==> src/rtl/conv2_pkg.sv <==
// Shared constants and grant encoding for the conv2 line SRAM controller.
package conv2_pkg;

  localparam int CONV2_DP = 16;
  localparam int CONV2_DW = 96;
  localparam int CONV2_AW = 10;
  localparam int CONV2_MW = 1;

  // Which requester owns the SRAM port (or owned it last).
  typedef enum logic [1:0] {
    GNT_NONE = 2'd0,
    GNT_WR   = 2'd1,
    GNT_RD   = 2'd2
  } gnt_e;

endpackage

==> src/rtl/conv2_sram_arb_rr_arb2.sv <==
// Two-way round-robin arbiter. Bit 0 is the writer, bit 1 the reader.
// last_grant is the arbiter's only state and is exported for observation.
module rr_arb2
  import conv2_pkg::*;
(
  input  logic       clk,
  input  logic       rst,
  input  logic [1:0] req,
  output logic [1:0] gnt,
  output gnt_e       last_grant
);

  // Single winner; on a tie the side that did not win last time goes.
  always_comb begin
    gnt = 2'b00;
    case (req)
      2'b01:   gnt = 2'b01;
      2'b10:   gnt = 2'b10;
      2'b11:   gnt = (last_grant == GNT_WR) ? 2'b10 : 2'b01;
      default: gnt = 2'b00;
    endcase
  end

  // Remember the last winner; starts as READ so the writer wins the first tie.
  always_ff @(posedge clk) begin
    if (rst) begin
      last_grant <= GNT_RD;
    end else if (gnt[0]) begin
      last_grant <= GNT_WR;
    end else if (gnt[1]) begin
      last_grant <= GNT_RD;
    end
  end

endmodule

==> src/rtl/conv2_sram_arb.sv <==
// Sharing controller for the single-port conv2 line SRAM.
// Handshake: a transfer happens in a cycle where valid=1 and ready=1; ready
// is combinational from valid, address and the registered line bitmap, and
// the requester holds address/data stable while valid=1 and ready=0.
module conv2_sram_arb
  import conv2_pkg::*;
#(
  parameter int DP = CONV2_DP,
  parameter int DW = CONV2_DW,
  parameter int AW = CONV2_AW,
  parameter int MW = CONV2_MW
) (
  input  logic          clk,
  input  logic          rst,
  input  logic          wr_valid,
  output logic          wr_ready,
  input  logic [AW-1:0] wr_addr,
  input  logic [DW-1:0] wr_data,
  input  logic          rd_valid,
  output logic          rd_ready,
  input  logic [AW-1:0] rd_addr,
  input  logic          rd_release,
  output logic          rd_rvalid,
  output logic [DW-1:0] rd_rdata,
  input  logic          frame_clr,
  output logic [DP-1:0] line_valid,
  output logic          addr_err,
  output logic          sram_cs,
  output logic          sram_we,
  output logic [MW-1:0] sram_wem,
  output logic [AW-1:0] sram_addr,
  output logic [DW-1:0] sram_din,
  input  logic [DW-1:0] sram_dout
);

  localparam int            LW   = $clog2(DP);
  localparam logic [AW-1:0] DP_A = AW'(DP);

  logic          w_in;
  logic          r_in;
  logic          w_elig;
  logic          r_elig;
  logic [1:0]    req;
  logic [1:0]    gnt;
  logic          gnt_wr;
  logic          gnt_rd;
  gnt_e          arb_last_grant;
  logic          rvalid_q;
  logic          addr_err_q;
  logic [DP-1:0] line_valid_q;

  // Out-of-range requests bypass the bitmap so they always complete.
  assign w_in   = (wr_addr < DP_A);
  assign r_in   = (rd_addr < DP_A);
  assign w_elig = wr_valid & (~w_in | ~line_valid_q[wr_addr[LW-1:0]]);
  assign r_elig = rd_valid & (~r_in | line_valid_q[rd_addr[LW-1:0]]);

  // No grants while the bitmap is being cleared or the block is in reset.
  assign req    = (rst | frame_clr) ? 2'b00 : {r_elig, w_elig};

  rr_arb2 u_arb (
    .clk        (clk),
    .rst        (rst),
    .req        (req),
    .gnt        (gnt),
    .last_grant (arb_last_grant)
  );

  assign gnt_wr   = gnt[0];
  assign gnt_rd   = gnt[1];
  assign wr_ready = gnt_wr;
  assign rd_ready = gnt_rd;

  // SRAM port mux; idle address/data are driven to zero to stay X-free.
  always_comb begin
    sram_cs   = 1'b0;
    sram_we   = 1'b0;
    sram_wem  = '0;
    sram_addr = '0;
    sram_din  = '0;
    if (gnt_wr) begin
      sram_cs   = w_in;
      sram_we   = w_in;
      sram_wem  = {MW{w_in}};
      sram_addr = wr_addr;
      sram_din  = wr_data;
    end else if (gnt_rd) begin
      sram_cs   = r_in;
      sram_addr = rd_addr;
    end
  end

  // Read response and address-error pulses, one cycle after the grant.
  always_ff @(posedge clk) begin
    if (rst) begin
      rvalid_q   <= 1'b0;
      addr_err_q <= 1'b0;
    end else begin
      rvalid_q   <= gnt_rd;
      addr_err_q <= (gnt_wr & ~w_in) | (gnt_rd & ~r_in);
    end
  end

  // Line bitmap: set on in-range write, cleared on releasing read or new frame.
  always_ff @(posedge clk) begin
    if (rst || frame_clr) begin
      line_valid_q <= '0;
    end else if (gnt_wr && w_in) begin
      line_valid_q[wr_addr[LW-1:0]] <= 1'b1;
    end else if (gnt_rd && r_in && rd_release) begin
      line_valid_q[rd_addr[LW-1:0]] <= 1'b0;
    end
  end

  assign rd_rvalid  = rvalid_q;
  assign rd_rdata   = sram_dout;
  assign addr_err   = addr_err_q;
  assign line_valid = line_valid_q;

endmodule
==> config.mk <==
export PLATFORM = sky130hd
export DESIGN_NAME = conv2_sram_arb
export DESIGN_NICKNAME = d
export VERILOG_FILES = /design/src/rtl/conv2_pkg.sv /design/src/rtl/conv2_sram_arb_rr_arb2.sv /design/src/rtl/conv2_sram_arb.sv
export SDC_FILE = /design/constraint.sdc
export NUM_CORES = 1
export LEC_CHECK = 0
export CAP_MARGIN = 20
export CORE_AREA = 2 2 172 174
export DETAILED_ROUTE_END_ITERATION = 10
export DIE_AREA = 0 0 174 176
export HOLD_SLACK_MARGIN = 0.06
export MAX_ROUTING_LAYER = met4
export PLACE_DENSITY_LB_ADDON = 0.12
export SKIP_LAST_GASP = 1
export SYNTH_ARGS = -nofsm -noshare
export SYNTH_HDL_FRONTEND = slang
export SYNTH_SLANG_ARGS = --single-unit
==> constraint.sdc <==
create_clock -name clk -period 4.1 [get_ports clk]
set_input_delay 0.82 -clock clk [delete_from_list [all_inputs] [get_ports clk]]
set_output_delay 0.82 -clock clk [all_outputs]
set_load 0.01 [all_outputs]
==> metrics.txt, run 1 <==
outcome complete, no violations; slowest cell delay on critical path 0.55 ns; Slew @ Worst Pin 0.821 ns; port buffer count 250; synthesized area approximately 2900 sq um; Clock Power Share around a third; FF+latch count, synth 20; Die Wd 174 um; Initial Util between 10% and 20%; Setup CP Type in -> out; critical path required time between 3 and 4 ns; # DRC 0; total power ~800 uW; synth top area cells buf_4, and3_1, dfxtp_1; PwrDens 141 nW/um^2; sequential fraction of design power about 25%; Tot GR Track Use between 10% and 20%; layout cells sized above 1 27.4%; Final Hold Viols 0; net count after synthesis a little under 600; Ys Warns 0; Final GP Congestion between 0.7 and 0.8; fin. max-slew vios 0; CTS max path bufs 2; cell leakage power 2.86 nW; Sw Share around a quarter; grt total ovfl 0; row cnt 62; first-pass iteration count of the detailed router 4; critical-path maximum fanout 8; Synth area leader buf_4; DIE HEIGHT 176 um; initial antenna violation count 1; combinational share of power 40.6%; first-pass GRT wire length 26100 um; CTS Buf Count 3; Worst-path clk slew around 0.060 ns; CTS tree built; skew final ~0.0023 ns; CP max-delay cell clkdlybuf4s50_1; Seq/Total Area, Yosys 14.0%; largest net degree at the start of global routing 33; fin crit period ~4.0 ns; most common cell after layout, fill and taps aside clkdlybuf4s50_1; vias per cell between 3 and 4; worst-path cell chain dlygate4sd2_1 -> buf_6 -> mux4_2 -> nand3b_1 -> nand4_1 -> o21ai_4 -> buf_4 -> and2_4 -> buf_12 -> clkdlybuf4s50_1; Wirelength per Cell around 19 um; vias in the first global route 3934; Synth-to-Final Area Change 99.1%; final core occ roughly a fifth; DP Worst Slack -0.492 ns; layout net count 789; core area about 29000 sq um; Synth Instances roughly 380; Synth top area share 25.7%; Critical Path Source Type input port; design area about 5700 sq um; Slew HR between 40% and 50%; RSZ-0062 raised after global routing yes; Max H-tree Level 1; VDD IR-drop max 145 uV; Distinct cells, synth 41; Mean Syn Cell Area ~7.6 sq um; final wirelength ~18000 um; Clock Latency Late Sink between 0.2 and 0.3 ns; final setup fails 0; Fmax achieved approximately 250 MHz; Worst Setup Slack, final between 0.08 and 0.09 ns; final clock period utilization by the worst path between 90% and 100%; CP endpoint kind output port; Iter 0 DRT Violations roughly 130; Max-cap violations 0; Int Pwr 590 uW; hold buffer count at cts 0; NetSw 212 uW; Die ar. about 31000 sq um; io pins 443; Hold WC Path Type reg -> reg; Critical Path AT between 3 and 4 ns; clock tree sinks 20; clock root buffer clkbuf_16; most frequent cells in the layout clkdlybuf4s50_1, and3_1, buf_4; vias ~3600; hpwl dp about 15000 um; Area after DPL between 5000 and 6000 sq um; Routed Antenna Nets 0
-- per-layer routing --
layer	global-route usage, %	part of all wire, %	up-vias
li1	-	-	1664
met1	13.1	40	1717
met4	2.84	2.4	0
met3	4.05	9.3	42
met5	-	0	-
met2	19.6	49	198
-- layout make-up --
class / instances / area [sq um]
Fill cell: 3255 / 22800
Timing Repair Buffer: 319 / 3040
Sequential cell: 20 / 400
Inverter: 5 / 18.8
Clock inverter: 1 / 30.0
Clock buffer: 3 / 75.1
Antenna cell: 1 / 2.50
Multi-Input combinational cell: 222 / 1650
Tap cell: 384 / 480
-- Yosys cell counts --
master / n
a21oi_1: 2
nor3_1: 10
a311oi_1: 4
o21ai_1: 1
inv_1: 5
mux2_2: 2
o21ai_0: 1
nand4_1: 1
buf_2: 11
a32o_1: 1
a22o_1: 10
nor4_2: 1
nand2_1: 9
nor2_1: 13
nand2b_1: 8
and3_1: 98
buf_4: 98
a211o_1: 1
a21oi_2: 1
a31oi_1: 13
nand3b_1: 1
nor4_1: 3
dfxtp_1: 20
a211oi_4: 1
and2_1: 1
or2_2: 2
a41oi_1: 3
or3_1: 1
nor3_2: 1
buf_1: 1
o211ai_2: 1
mux4_2: 6
mux2i_1: 2
or3b_2: 1
a2111oi_2: 4
o31ai_1: 1
nor2b_1: 3
clkbuf_1: 22
a211oi_1: 12
nand3_1: 2
o22ai_1: 1
-- final timing paths --
check / start / to / slack (ns) / cells after the start
max reg2reg: line_valid[6] / line_valid[1] / 1.35 / 9
min reg2reg: u_arb.last_grant[1] / u_arb.last_grant[1] / 0.45 / 1
max: rd_addr[1] / wr_ready / 0.09 / 10
min: u_arb.last_grant[1] / u_arb.last_grant[1] / 0.45 / 1
-- sequential cells by signal, summed over array words and instances, names as in the netlist --
register	count
u_arb.last_grant	2
line_valid	16
addr_err	1
rd_rvalid	1
-- power groups by stage --
| stage | combinational, mW | clock [mW] | sequential, mW |
|---|---|---|---|
| 2_1_floorplan | 0.180 | 0 | 0.202 |
| 3_3_place_gp | 0.331 | 0 | 0.202 |
| 3_5_place_dp | 0.328 | 0 | 0.202 |
| 4_1_cts | 0.329 | 0.287 | 0.197 |
| 5_1_grt | 0.349 | 0.295 | 0.198 |
| 6_report | 0.326 | 0.279 | 0.198 |
-- critical path: cells and delay by family --
kind / cells / cell delay [ns]
and+or+nand+nor: 3 / 0.45
muxes: 1 / 0.51
AOI/OAI and AO/OA: 1 / 0.27
buffers and inverters: 5 / 1.15
-- repair_timing --
action	in CTS	in global routing
gates cloned	2	0
endpoints found under the hold margin	0	0
gates resized for setup	127	122
buffers inserted	15	2
pin swaps	7	3
endpoints found under the setup margin	111	105
-- per-stage QoR --
step                setup TNS [ns]  instances  hold WS [ns]
floorplan                        0        379         0.426
global placement            -43.38        931         0.440
detailed placement          -43.14        931         0.440
CTS                         -0.105        952         0.456
global route                -0.946        955         0.471
finish                           0        955         0.454
-- cell families (layout without fill, tap and decap cells) --
| group | count (synthesis) | in the layout | share of synthesized area (%) |
|---|---|---|---|
| multiplexers | 10 | 10 | 6.21 |
| buffers and inverters | 137 | 328 | 31.3 |
| other | 0 | 1 | 0 |
| AND/OR/NAND/NOR | 155 | 155 | 31.9 |
| AO/OA/AOI/OAI | 57 | 57 | 16.6 |
| flip-flops | 20 | 20 | 14.0 |
No activity file was read; power rests on OpenSTA's default activity.
==> run 2, diff against run 1 <==
--- a/config.mk
+++ b/config.mk
@@ -12,6 +12,7 @@
 export HOLD_SLACK_MARGIN = 0.06
 export MAX_ROUTING_LAYER = met4
 export PLACE_DENSITY_LB_ADDON = 0.12
+export SKIP_CTS_REPAIR_TIMING = 1
 export SKIP_LAST_GASP = 1
 export SYNTH_ARGS = -nofsm -noshare
 export SYNTH_HDL_FRONTEND = slang
==> metrics.txt, run 2 (synthesis gave the netlist of run 1 again) <==
Critical Path Source Type input port (unchanged); Largest register FFs 16 (unchanged); Tot GR Track Use 11.3% (was 11.6%); CP endpoint kind output port (unchanged); first-pass iteration count of the detailed router 4 (unchanged); row cnt 62 (unchanged); Hold WC Path Type reg -> reg (unchanged); critical-path maximum fanout 16 (was 8); io pins 443 (unchanged); Fillers 3212 (was 3255); Max-cap violations 0 (unchanged); Clock Latency Late Sink 0.26 ns (about the same); core area 28500 sq um (unchanged); final clock period utilization by the worst path 97.7% (was 97.8%); total power 811 uW (was 802 uW); fin. max-slew vios 0 (unchanged); Final Hold Viols 0 (unchanged); final setup fails 0 (unchanged); Routed Antenna Nets 0 (unchanged); largest net degree at the start of global routing 33 (unchanged); most common cell after layout, fill and taps aside clkdlybuf4s50_1 (unchanged); grt total ovfl 0 (unchanged); worst reg-to-reg path cell count 9 (unchanged); vias in the first global route 3746 (was 3934); RSZ-0062 raised after global routing yes (unchanged); most frequent cells in the layout clkdlybuf4s50_1, dlymetal6s2s_1, and3_1 (was clkdlybuf4s50_1, and3_1, buf_4); CTS Buf Count 3 (unchanged); hpwl dp 14800 um (unchanged); Area after DPL 5440 sq um (unchanged); Final GP Congestion 0.785 (unchanged); outcome complete, no violations (unchanged); final hold slack 0.457 ns (was 0.454 ns); PwrDens 132 nW/um^2 (was 141 nW/um^2); Iter 0 DRT Violations 128 (was 132); final core occ 21.5% (was 20.0%); final wirelength 18400 um (was 18200 um); Initial Util 10.0% (unchanged); CTS tree built (unchanged); Wirelength per Cell 19.3 um (was 19.0 um); clock tree sinks 20 (unchanged); Max H-tree Level 1 (unchanged); CP max-delay cell mux4_2 (was clkdlybuf4s50_1); critical path required time 3.28 ns (about the same); Setup CP Type in -> out (unchanged); Critical Path AT 3.18 ns (was 3.19 ns); hold depth 1 (unchanged); Die Wd 174 um (unchanged); DIE HEIGHT 176 um (unchanged); layout cells sized above 1 18.3% (was 27.4%); slowest cell delay on critical path 0.58 ns (was 0.55 ns); port buffer count 250 (unchanged); initial antenna violation count 1 (unchanged); skew final 0.00205 ns (was 0.00227 ns); Slew @ Worst Pin 0.718 ns (was 0.821 ns); fin crit period 4.00 ns (was 4.01 ns); design area 6140 sq um (was 5700 sq um); worst-path cell chain dlymetal6s2s_1 -> mux4_2 -> a32o_2 -> o21ai_4 -> buf_12 -> and3_1 -> clkdlybuf4s50_1 (was dlygate4sd2_1 -> buf_6 -> mux4_2 -> nand3b_1 -> nand4_1 -> o21ai_4 -> buf_4 -> and2_4 -> buf_12 -> clkdlybuf4s50_1); vias 3609 (was 3621); Synth-to-Final Area Change 114% (was 99.1%); cell leakage power 4.22 nW (was 2.86 nW); vias per cell 3.79 (about the same); first-pass GRT wire length 25300 um (was 26100 um); layout net count 787 (was 789); Slew HR 52.1% (was 45.2%); clock root buffer clkbuf_16 (unchanged); # DRC 0 (unchanged); Worst-path clk slew 0.06 ns (about the same); setup TNS 0 ns (unchanged); Fmax achieved 250 MHz (was 249 MHz); Die ar. 30600 sq um (unchanged); CTS max path bufs 2 (unchanged); VDD IR-drop max 241 uV (was 145 uV)
[run 2: final timing paths]
kind                       start                   to  slack (ns)
max                   rd_addr[0]         sram_din[94]         0.1
min          u_arb.last_grant[1]  u_arb.last_grant[1]        0.46
max reg2reg        line_valid[6]        line_valid[1]        1.39
min reg2reg  u_arb.last_grant[1]  u_arb.last_grant[1]        0.46
[run 2: where the power goes]
group	total [mW]	switching [mW]	internal [mW]
Clock	0.279	0.0847	0.194
Combinational	0.334	0.125	0.209
Sequential	0.198	0.000910	0.197
Total	0.811	0.210	0.600
[run 2: area by class of cell]
cell class,count,area [sq um],share of cell area [%]
inverter,5,18.8,0.306
antenna,1,2.50,0.0408
clock buffer,3,75.1,1.22
timing repair buffer,317,3500,57.0
tap,384,480,7.83
sequential,20,400,6.52
multi-input combinational,222,1630,26.5
clock inverter,1,30.0,0.489
[run 2: through the flow]
stage | setup WS, ns | std cells
after floorplan | 0.531 | 379
after global placement | -0.470 | 931
after detailed placement | -0.492 | 931
after CTS | -0.539 | 935
after global routing | -0.0789 | 953
final | 0.0963 | 953
[run 2: routing by layer]
metal | routed length (um) | part of all wire, % | up-vias | global-route usage [%]
met4 | 329 | 1.8 | 0 | 2.66
met3 | 1560 | 8.5 | 36 | 4.05
met2 | 9150 | 50 | 184 | 18.7
met5 | 0 | 0 | - | -
li1 | - | - | 1662 | -
met1 | 7350 | 40 | 1727 | 13.0
[run 2: critical path: cells and delay by family]
| kind | cells | cell delay [ns] |
|---|---|---|
| simple gates | 1 | 0.15 |
| compound gates | 2 | 0.60 |
| mux | 1 | 0.58 |
| buf+inv | 3 | 1.01 |
==> run 3, diff against run 2 <==
--- a/config.mk
+++ b/config.mk
@@ -5,12 +5,11 @@
 export SDC_FILE = /design/constraint.sdc
 export NUM_CORES = 1
 export LEC_CHECK = 0
-export CAP_MARGIN = 20
-export CORE_AREA = 2 2 172 174
+export CAP_MARGIN = 30
+export CORE_AREA = 2 2 170 172
 export DETAILED_ROUTE_END_ITERATION = 10
-export DIE_AREA = 0 0 174 176
+export DIE_AREA = 0 0 172 174
 export HOLD_SLACK_MARGIN = 0.06
-export MAX_ROUTING_LAYER = met4
 export PLACE_DENSITY_LB_ADDON = 0.12
 export SKIP_CTS_REPAIR_TIMING = 1
 export SKIP_LAST_GASP = 1
==> constraint.sdc (replaced) <==
create_clock -name clk -period 3.3 [get_ports clk]
set_input_delay 0.66 -clock clk [delete_from_list [all_inputs] [get_ports clk]]
set_output_delay 0.66 -clock clk [all_outputs]
set_load 0.01 [all_outputs]
==> metrics.txt, run 3 (synthesis gave the netlist of run 1 again) <==
core area 28200 sq um (was 28500 sq um); fin crit period between 3 and 4 ns; layout net count 812 (was 787); vias in the first global route 3704 (was 3746); PwrDens 171 nW/um^2 (was 132 nW/um^2); Max-cap violations 0 (unchanged); CTS tree built (unchanged); total power 1.02 mW (was 811 uW); Routed Antenna Nets 0 (unchanged); # DRC 0 (unchanged); CTS Buf Count 3 (unchanged); VDD IR-drop max 154 uV (was 241 uV); clock root buffer clkbuf_16 (unchanged); Worst-path clk slew 0.07 ns (was 0.06 ns); Final Hold Viols 0 (unchanged); most common cell after layout, fill and taps aside clkdlybuf4s50_1 (unchanged); Max H-tree Level 1 (unchanged); Critical Path AT 2.68 ns (was 3.18 ns); Slew HR 65.4% (was 52.1%); Placed Instances 945 (was 931); Worst Setup Slack, final -0.0371 ns (was 0.0963 ns); first-pass GRT wire length 23300 um (was 25300 um); Hold WC Path Type reg -> reg (unchanged); DIE HEIGHT 174 um (was 176 um); critical-path maximum fanout 5 (was 16); Iter 0 DRT Violations 209 (was 128); CTS max path bufs 2 (unchanged); RSZ-0062 raised after global routing yes (unchanged); Largest register FFs 16 (unchanged); final setup fails 37 (was 0); final wirelength 18500 um (was 18400 um); clock tree sinks 20 (unchanged); Fmax achieved approximately 300 MHz; Initial Util 10.1% (was 10.0%); fin. max-slew vios 0 (unchanged); Slew @ Worst Pin 0.519 ns (was 0.718 ns); Tot GR Track Use 10.3% (was 11.3%); grt total ovfl 0 (unchanged); Clock Latency Late Sink 0.26 ns (about the same); hpwl dp 13700 um (was 14800 um); failing checks negative setup slack; outcome finished, violations left (was complete, no violations); Final GP Congestion 0.831 (was 0.785); vias 3722 (was 3609); critical path required time 2.64 ns (was 3.28 ns); largest net degree at the start of global routing 48 (was 33); initial antenna violation count 1 (unchanged); final clock period utilization by the worst path 101%; row cnt 62 (unchanged); Die ar. 29900 sq um (was 30600 sq um); skew final 0.00172 ns (was 0.00205 ns); Finished Layout Cells 978 (was 953); CP endpoint kind output port (unchanged); cell leakage power 2.96 nW (was 4.22 nW); Synth-to-Final Area Change 110% (was 114%); Wirelength per Cell 18.9 um (was 19.3 um); first-pass iteration count of the detailed router 4 (unchanged); port buffer count 250 (unchanged); most frequent cells in the layout clkdlybuf4s50_1, and3_1, buf_4 (was clkdlybuf4s50_1, dlymetal6s2s_1, and3_1); layout cells sized above 1 44.4% (was 18.3%); Die Wd 172 um (was 174 um); Critical Path Source Type input port (unchanged); R2R Setup Slk 0.95 ns (was 1.39 ns); io pins 443 (unchanged); vias per cell 3.81 (was 3.79); Setup CP Type in -> out (unchanged)
## run 3: cell count changes in the layout (fill, tap and decap cells not counted), sizes merged
cell,before,now
buf,64,134
dlymetal6s2s,107,19
clkbuf,8,68
clkdlybuf4s50,141,124
## run 3: worst paths after layout
path	start	depth (start not counted)	endpoint
hold reg to reg	u_arb.last_grant[1]	1	u_arb.last_grant[1]
hold / removal	u_arb.last_grant[1]	1	u_arb.last_grant[1]
setup / recovery	rd_addr[1]	11	sram_din[28]
setup reg to reg	line_valid[7]	8	line_valid[13]
## run 3: stage by stage
stage | TNS, ns | utilization (%) | instance area, sq um | hold slack [ns] | setup WS (ns)
after global routing | -8.58 | 21.2 | 6000 | 0.497 | -0.138
after floorplan | 0 | - | 2860 | 0.426 | 0.0510
after CTS | -101.34 | 19.9 | 5610 | 0.464 | -0.992
after detailed placement | -98.76 | 19.5 | 5510 | 0.444 | -0.973
after global placement | -101.21 | 19.5 | 5510 | 0.437 | -1.02
final | -0.523 | 21.2 | 6000 | 0.462 | -0.0371
## run 3: critical path, cell delays in order
cell	delay (ns)
buf_6	0.07
buf_6	0.11
buf_6	0.10
mux4_2	0.50
a32o_2	0.33
o21ai_4	0.21
buf_6	0.16
buf_8	0.12
clkbuf_16	0.14
and3_4	0.17
buf_6	0.10
## run 3: power by group
part / total, mW / internal, mW / leakage (nW) / switching [mW]
clock: 0.354 / 0.241 / 0.0511 / 0.112
combinational: 0.426 / 0.260 / 2.74 / 0.165
sequential: 0.245 / 0.244 / 0.162 / 0.00101
total: 1.02 / 0.746 / 2.96 / 0.279
## run 3: layout make-up
| class | instances | area, sq um |
|---|---|---|
| tap | 384 | 480 |
| sequential | 20 | 400 |
| fill | 3186 | 22200 |
| inverter | 5 | 18.8 |
| multi-input combinational | 222 | 1780 |
| antenna | 1 | 2.50 |
| clock buffer | 3 | 75.1 |
| clock inverter | 1 | 30.0 |
| timing repair buffer | 342 | 3210 |
## run 3: metal layers
| layer | up-vias | global-route usage, % | routed length (um) |
|---|---|---|---|
| met3 | 24 | 3.01 | 1420 |
| li1 | 1710 | - | - |
| met1 | 1793 | 12.1 | 7550 |
| met4 | 0 | 2.10 | 295 |
| met2 | 195 | 18.3 | 9180 |
| met5 | - | 0 | 0 |
